**config.mk**
```make
export PLATFORM = sky130hd
export DESIGN_NAME = axi_rd_arbiter
export DESIGN_NICKNAME = d
export VERILOG_FILES = /design/src/rtl/axi_rd_arbiter.sv
export SDC_FILE = /design/constraint.sdc
export NUM_CORES = 1
export LEC_CHECK = 0
export BUFFER_PORTS_ARGS = -buffer_cell sky130_fd_sc_hd__buf_2
export CORE_AREA = 2 2 95 97
export DETAILED_ROUTE_END_ITERATION = 10
export DIE_AREA = 0 0 97 99
export PLACE_DENSITY = 0.73
export SLEW_MARGIN = 40
export SYNTH_ARGS = -nofsm -noshare
export SYNTH_HDL_FRONTEND = slang
export SYNTH_SLANG_ARGS = --single-unit
```
**constraint.sdc**
```tcl
create_clock -name clk -period 3.1 [get_ports clk]
set_clock_uncertainty 0.05 [all_clocks]
set_input_delay 0.31 -clock clk [delete_from_list [all_inputs] [get_ports clk]]
set_output_delay 0.31 -clock clk [all_outputs]
set_load 0.03 [all_outputs]
```
**src/rtl/axi_rd_arbiter.sv**
```systemverilog
// Two-port (I-cache / D-cache) AXI read arbiter with one outstanding transaction.
// Data has priority; a 2-bit streak counter guards the instruction port against starvation.
module axi_rd_arbiter #(
    parameter int unsigned ADDR_W = 32,
    parameter int unsigned DATA_W = 32
) (
    input  logic              clk,
    input  logic              resetn,

    input  logic              i_req,
    input  logic [ADDR_W-1:0] i_addr,
    input  logic [7:0]        i_len,
    output logic              i_gnt,
    output logic              i_rvalid,
    output logic [DATA_W-1:0] i_rdata,
    output logic              i_rlast,
    output logic              i_rerr,

    input  logic              d_req,
    input  logic [ADDR_W-1:0] d_addr,
    input  logic [7:0]        d_len,
    output logic              d_gnt,
    output logic              d_rvalid,
    output logic [DATA_W-1:0] d_rdata,
    output logic              d_rlast,
    output logic              d_rerr,

    output logic [3:0]        arid,
    output logic [ADDR_W-1:0] araddr,
    output logic [7:0]        arlen,
    output logic [2:0]        arsize,
    output logic [1:0]        arburst,
    output logic              arvalid,
    input  logic              arready,

    input  logic [3:0]        rid,
    input  logic [DATA_W-1:0] rdata,
    input  logic [1:0]        rresp,
    input  logic              rlast,
    input  logic              rvalid,
    output logic              rready
);

    localparam int unsigned STREAK_W = 2;
    localparam logic [STREAK_W-1:0] STREAK_MAX = STREAK_W'(3);
    localparam logic [3:0] ID_INSTR = 4'd0;
    localparam logic [3:0] ID_DATA  = 4'd1;

    typedef enum logic [1:0] {
        ST_IDLE = 2'd0,
        ST_ADDR = 2'd1,
        ST_DATA = 2'd2
    } state_t;

    state_t               state_q;
    state_t               state_d;
    logic                 owner_d_q;
    logic [STREAK_W-1:0]  streak_q;
    logic                 start_c;
    logic                 sel_data_c;

    // Routing is driven by the registered owner, so the returned ID is irrelevant.
    logic unused_rid;
    assign unused_rid = ^rid;

    assign arsize  = 3'b010;
    assign arburst = 2'b01;

    assign start_c    = (state_q == ST_IDLE) && (i_req || d_req);
    assign sel_data_c = d_req && !(i_req && (streak_q == STREAK_MAX));

    always_ff @(posedge clk) begin
        if (!resetn) begin
            state_q <= ST_IDLE;
        end else begin
            state_q <= state_d;
        end
    end

    always_comb begin
        state_d = state_q;
        case (state_q)
            ST_IDLE: begin
                if (i_req || d_req) begin
                    state_d = ST_ADDR;
                end
            end
            ST_ADDR: begin
                if (arready) begin
                    state_d = ST_DATA;
                end
            end
            ST_DATA: begin
                if (rvalid && rlast) begin
                    state_d = ST_IDLE;
                end
            end
            default: state_d = ST_IDLE;
        endcase
    end

    // Grant pulse and zero-latency beat forwarding to the current owner only.
    always_comb begin
        i_gnt    = 1'b0;
        d_gnt    = 1'b0;
        i_rvalid = 1'b0;
        i_rlast  = 1'b0;
        i_rerr   = 1'b0;
        d_rvalid = 1'b0;
        d_rlast  = 1'b0;
        d_rerr   = 1'b0;
        i_rdata  = rdata;
        d_rdata  = rdata;
        if (resetn) begin
            case (state_q)
                ST_ADDR: begin
                    if (arready) begin
                        if (owner_d_q) begin
                            d_gnt = 1'b1;
                        end else begin
                            i_gnt = 1'b1;
                        end
                    end
                end
                ST_DATA: begin
                    if (owner_d_q) begin
                        d_rvalid = rvalid;
                        d_rlast  = rvalid && rlast;
                        d_rerr   = rvalid && (rresp != 2'b00);
                    end else begin
                        i_rvalid = rvalid;
                        i_rlast  = rvalid && rlast;
                        i_rerr   = rvalid && (rresp != 2'b00);
                    end
                end
                default: ;
            endcase
        end
    end

    // Request capture, owner/streak bookkeeping and registered AXI control.
    always_ff @(posedge clk) begin
        if (!resetn) begin
            owner_d_q <= 1'b0;
            streak_q  <= '0;
            araddr    <= '0;
            arlen     <= '0;
            arid      <= '0;
            arvalid   <= 1'b0;
            rready    <= 1'b0;
        end else begin
            arvalid <= (state_d == ST_ADDR);
            rready  <= (state_d == ST_DATA);
            if (start_c) begin
                owner_d_q <= sel_data_c;
                if (sel_data_c) begin
                    araddr <= d_addr;
                    arlen  <= d_len;
                    arid   <= ID_DATA;
                    if (i_req && (streak_q != STREAK_MAX)) begin
                        streak_q <= streak_q + STREAK_W'(1);
                    end
                end else begin
                    araddr   <= i_addr;
                    arlen    <= i_len;
                    arid     <= ID_INSTR;
                    streak_q <= '0;
                end
            end
        end
    end

endmodule
```
======== Word level (Yosys, flattened, before mapping) ========
Index checks and enable logic that the tools add are counted.
operators by class
  reductions and logical operators ........ 11
  mux-type cells .......................... 35
  equal/unequal tests ..................... 7
  add/sub/neg operators ................... 1
operator list
  cell                                                                     count
  32-bit two-way mux                                                       1
  1-bit two-way mux                                                        27
  2-bit two-way mux                                                        5
  8-bit two-way mux                                                        1
  2-bit == test, second input constant                                     3
  1-bit logical AND                                                        6
  2-bit case mux with 3 select lines                                       1
  2-bit by 1-bit == test with 1-bit output, second input constant          2
  2-bit by 1-bit adder with 2-bit output, second input constant            1
  2-bit zero test                                                          1
  2-bit by 1-bit inequality test with 1-bit output, second input constant  1
  2-bit inequality test, second input constant                             1
  2-bit AND reduction                                                      1
  2-bit nonzero test                                                       1
  1-bit zero test                                                          1
  1-bit logical OR                                                         1
storage, ports and cells
  register bits ........................... 51
  input port bits ......................... 125

======== Longest topological paths before layout ========
  depth in word-level cells ............... 6
  mapped depth ............................ 6
  depth with buffers taken out ............ 4

======== Worst setup path before layout ========
Ideal clock, no wire load.
  path kind ............................... in2out
  from .................................... in resetn
  to ...................................... out d_gnt
  buffers on the path ..................... 2
  path slack .............................. 1.144 ns
  stages .................................. 4
  data arrival time ....................... 1.596 ns
  cells stage by stage .................... clkbuf_1 > inv_2 > buf_1 > nor3_1
on the way
  longest elaborated chain between the ends .. 1
RTL lines
  what               RTL line  RTL
  from (decl)        8         input logic resetn,
  1-bit two-way mux  114       if (resetn) begin
  to (decl)          22        output logic d_gnt,
Every way passes these cells.

======== Worst setup path after layout ========
  from .................................... reg streak_q[0]
  to ...................................... reg araddr[13]
on the way
  longest elaborated chain between the ends .. 5
RTL lines
  what                    RTL line  RTL
  from (decl)             58        logic [STREAK_W-1:0] streak_q;
  from (signal assigned)  161       streak_q <= streak_q + STREAK_W'(1);
  2-bit == test           70        assign sel_data_c = d_req && !(i_req && (streak_q == STREAK_MAX));
  1-bit logical AND       70
  1-bit zero test         70
  1-bit logical AND       70
  32-bit two-way mux      156       if (sel_data_c) begin
  to (signal assigned)    157       araddr <= d_addr;
  to (signal assigned)    164       araddr <= i_addr;
  to (decl)               29        output logic [ADDR_W-1:0] araddr,
Every way passes these cells.
A chain may end at the register's enable or synchronous reset.

==> impl_metrics.tcl <==
set metrics [dict create \
    clock-root-buffer "clkbuf_8" \
    slowest_stage "a21bo_1" \
    worstPathCellList "ha_1, a21bo_1, buf_4, nand2_1, a311oi_2" \
    power_report.internal_total_mw 1.03 \
    ys_types 30 \
    wl_per_cell_um 15.2 \
    dpl.hpwl_um 5530 \
    die_width_um 97 \
    detail-route-antenna-nets 0 \
    grt_overflow 0 \
    cp.required_ns 3.27 \
    final_cells 510 \
    drtPass1Iterations 4 \
    grt_max_degree 43 \
    clock_latency_ns 0.30 \
    finalCriticalPeriod_ns 2.02 \
    final_hold_viol_count 0 \
    die_y_um 99 \
    gp_congestion 0.809 \
    start_kind "flop" \
    max_cap_viol_count 0 \
    vias 2573 \
    port_buffers 139 \
    hp-class "in -> reg" \
    synth.most_common_cell "nand2_1" \
    slew_headroom_pct 53.9 \
    antenna_cells 0 \
    dp_cells 502 \
    setup_tns_ns 0 \
    area_delta_synth_final_pct 10.3 \
    grt_pass1_vias 2398 \
    synth.area.top_cells "dfxtp_1, a311oi_2, buf_4" \
    io_pins 248 \
    numCtsBuffers 5 \
    peakVddDrop_uv 168 \
    max_freq_mhz 495 \
    synth_area_mm2 0.00295 \
    globalRouteTotalUtil_pct 15.4 \
    path_buf_inv 1 \
    power_mw 1.66 \
    whs_ns 0.215 \
    drc 0 \
    arrival_ns 2.19 \
    antenna_found_initial 0 \
    synth_warnings 0 \
    async_reset_ff_share_pct 0 \
    syn_inst 344 \
    dp_slack_ns 1.10 \
    synth_edf_count 0 \
    outcome "completed" \
    clk_pin_slew_ns 0.09 \
    period_share_pct 65.2 \
    cts.sinks 47 \
    share_comb_of_total_power_pct 34.6 \
    cts_resized 0 \
    worst_slack_ns 1.08 \
    drive_above_1_share_pct 48.0 \
    viasPerCell 5.05 \
    p_clk_share_pct 22.5 \
    seq_area_um2 941 \
    ys_seq_area_share_pct 31.9 \
    synthFlopType "dfxtp_1" \
    ys_ff_latch 47 \
    dieArea_mm2 0.00960 \
    postSynthAreaPerCell_um2 8.57 \
    cts_buffer_depth 2 \
    ys_top_cells_by_count "nand2_1, buf_4, dfxtp_1, a21oi_1, a311oi_2" \
    rsz0062_at_grt "false" \
    worst-path-max-fanout 23 \
    coreArea_mm2 0.00855 \
    finish.net_count 527 \
    fillers 875 \
    cts_tree "built" \
    power.leakage_nw 1.51 \
    postCtsSetupBuffers 0 \
    drt_wl_total_um 7740 \
    crit_path_end_kind "flop" \
    post-route-cell-area_mm2 0.00325 \
    powerDensity_mw_per_mm2 510 \
    slew_violations 0 \
    synth_top_cell_by_area "dfxtp_1" \
    grt_pass1_wl_um 12000 \
    crit_path_max_incr_delay_ns 0.53 \
    start_util_pct 34.5 \
    p_switching_mw 0.628 \
    path_class "reg -> reg" \
    final_util_pct 38.0 \
    multi_input_area_mm2 0.00135 \
    drt_iter0_drc 62 \
    critPathTopFamily "compound AO/OA/AOI/OAI gates" \
    num_rows 34 \
    htreeDepth 2 \
    hold_buffers 0 \
    swShare_pct 37.9 \
    synth.top_cell.area_share_pct 31.9 \
    placed_area_mm2 0.00317 \
    tightestPinTransition_ns 0.691 \
    setup_violations 0 \
    power.share.sequential_pct 42.9 \
]
-- registers in the layout (all words and copies together), names as in the netlist --
name and cells:
owner_d_q 1, streak_q 2, state_q 2, rready 1
arlen 8, araddr 32, arvalid 1
-- worst register-to-register path, cell delays in order, from the launching register on --
cell      delay [ns]
dfxtp_1         0.37
ha_1            0.23
a21bo_1         0.53
buf_4           0.39
nand2_1         0.12
a311oi_2        0.25
-- cell families (layout without fill, tap and decap cells) --
family	after synthesis	count (layout)	synth area share (%)
simple gates	101	101	14.3
fa+ha+maj	1	1	0.424
other cells	2	8	0.255
compound gates	91	91	29.5
buf+inv	102	154	23.7
flops	47	47	31.9
-- power groups by stage --
stage	clock (mW)	sequential [mW]	combinational, mW
floorplan	0	0.855	0.449
global placement	0	0.724	0.568
detailed placement	0	0.725	0.578
CTS	0.388	0.712	0.578
global route	0.414	0.723	0.614
finish	0.373	0.712	0.573
-- final timing paths --
path / from / to / slack (ns) / depth (start not counted)
worst max register to register: streak_q[0]$_SDFFE_PN0P_ / araddr[13]$_SDFFE_PN0P_ / 1.08 / 5
worst max-delay path: streak_q[0]$_SDFFE_PN0P_ / araddr[13]$_SDFFE_PN0P_ / 1.08 / 5
worst min register to register: streak_q[1]$_SDFFE_PN0P_ / streak_q[1]$_SDFFE_PN0P_ / 0.43 / 2
worst min-delay path: i_addr[31] / araddr[31]$_SDFFE_PN0P_ / 0.21 / 3
-- cell type report --
class,instances,area share (%)
Multi-Input combinational cell,201,41.5
Sequential cell,47,28.9
Timing Repair Buffer,144,22.5
Tap cell,108,4.16
Clock buffer,6,2.23
Clock inverter,2,0.385
Inverter,2,0.231
-- layout by cell type, fill, tap and decap left out, drive strengths merged --
cell	instances
a21oi	42
and4b	1
clkbuf	6
nand3	3
a311oi	40
o21ai	1
dfxtp	47
buf	144
nor3	2
o21a	4
nor2b	2
ha	1
inv	2
a21bo	1
conb	8
a21boi	1
or3b	1
and3	2
nand3b	1
o31ai	1
and2	3
nor2	2
clkinvlp	1
or2	1
clkinv	1
nand2	83
a22oi	1
-- layer usage --
metal  wire length, um  vias up  share of wire, %  GRT usage (%)
met2              3940      161                51           28.2
li1                  -     1227                 -              -
met1              2940     1181                38           16.8
met3               817        4                11           5.74
met5                 0        -                 0              0
met4                40        0              0.52           4.01
No activity file was read; power rests on OpenSTA's default activity.
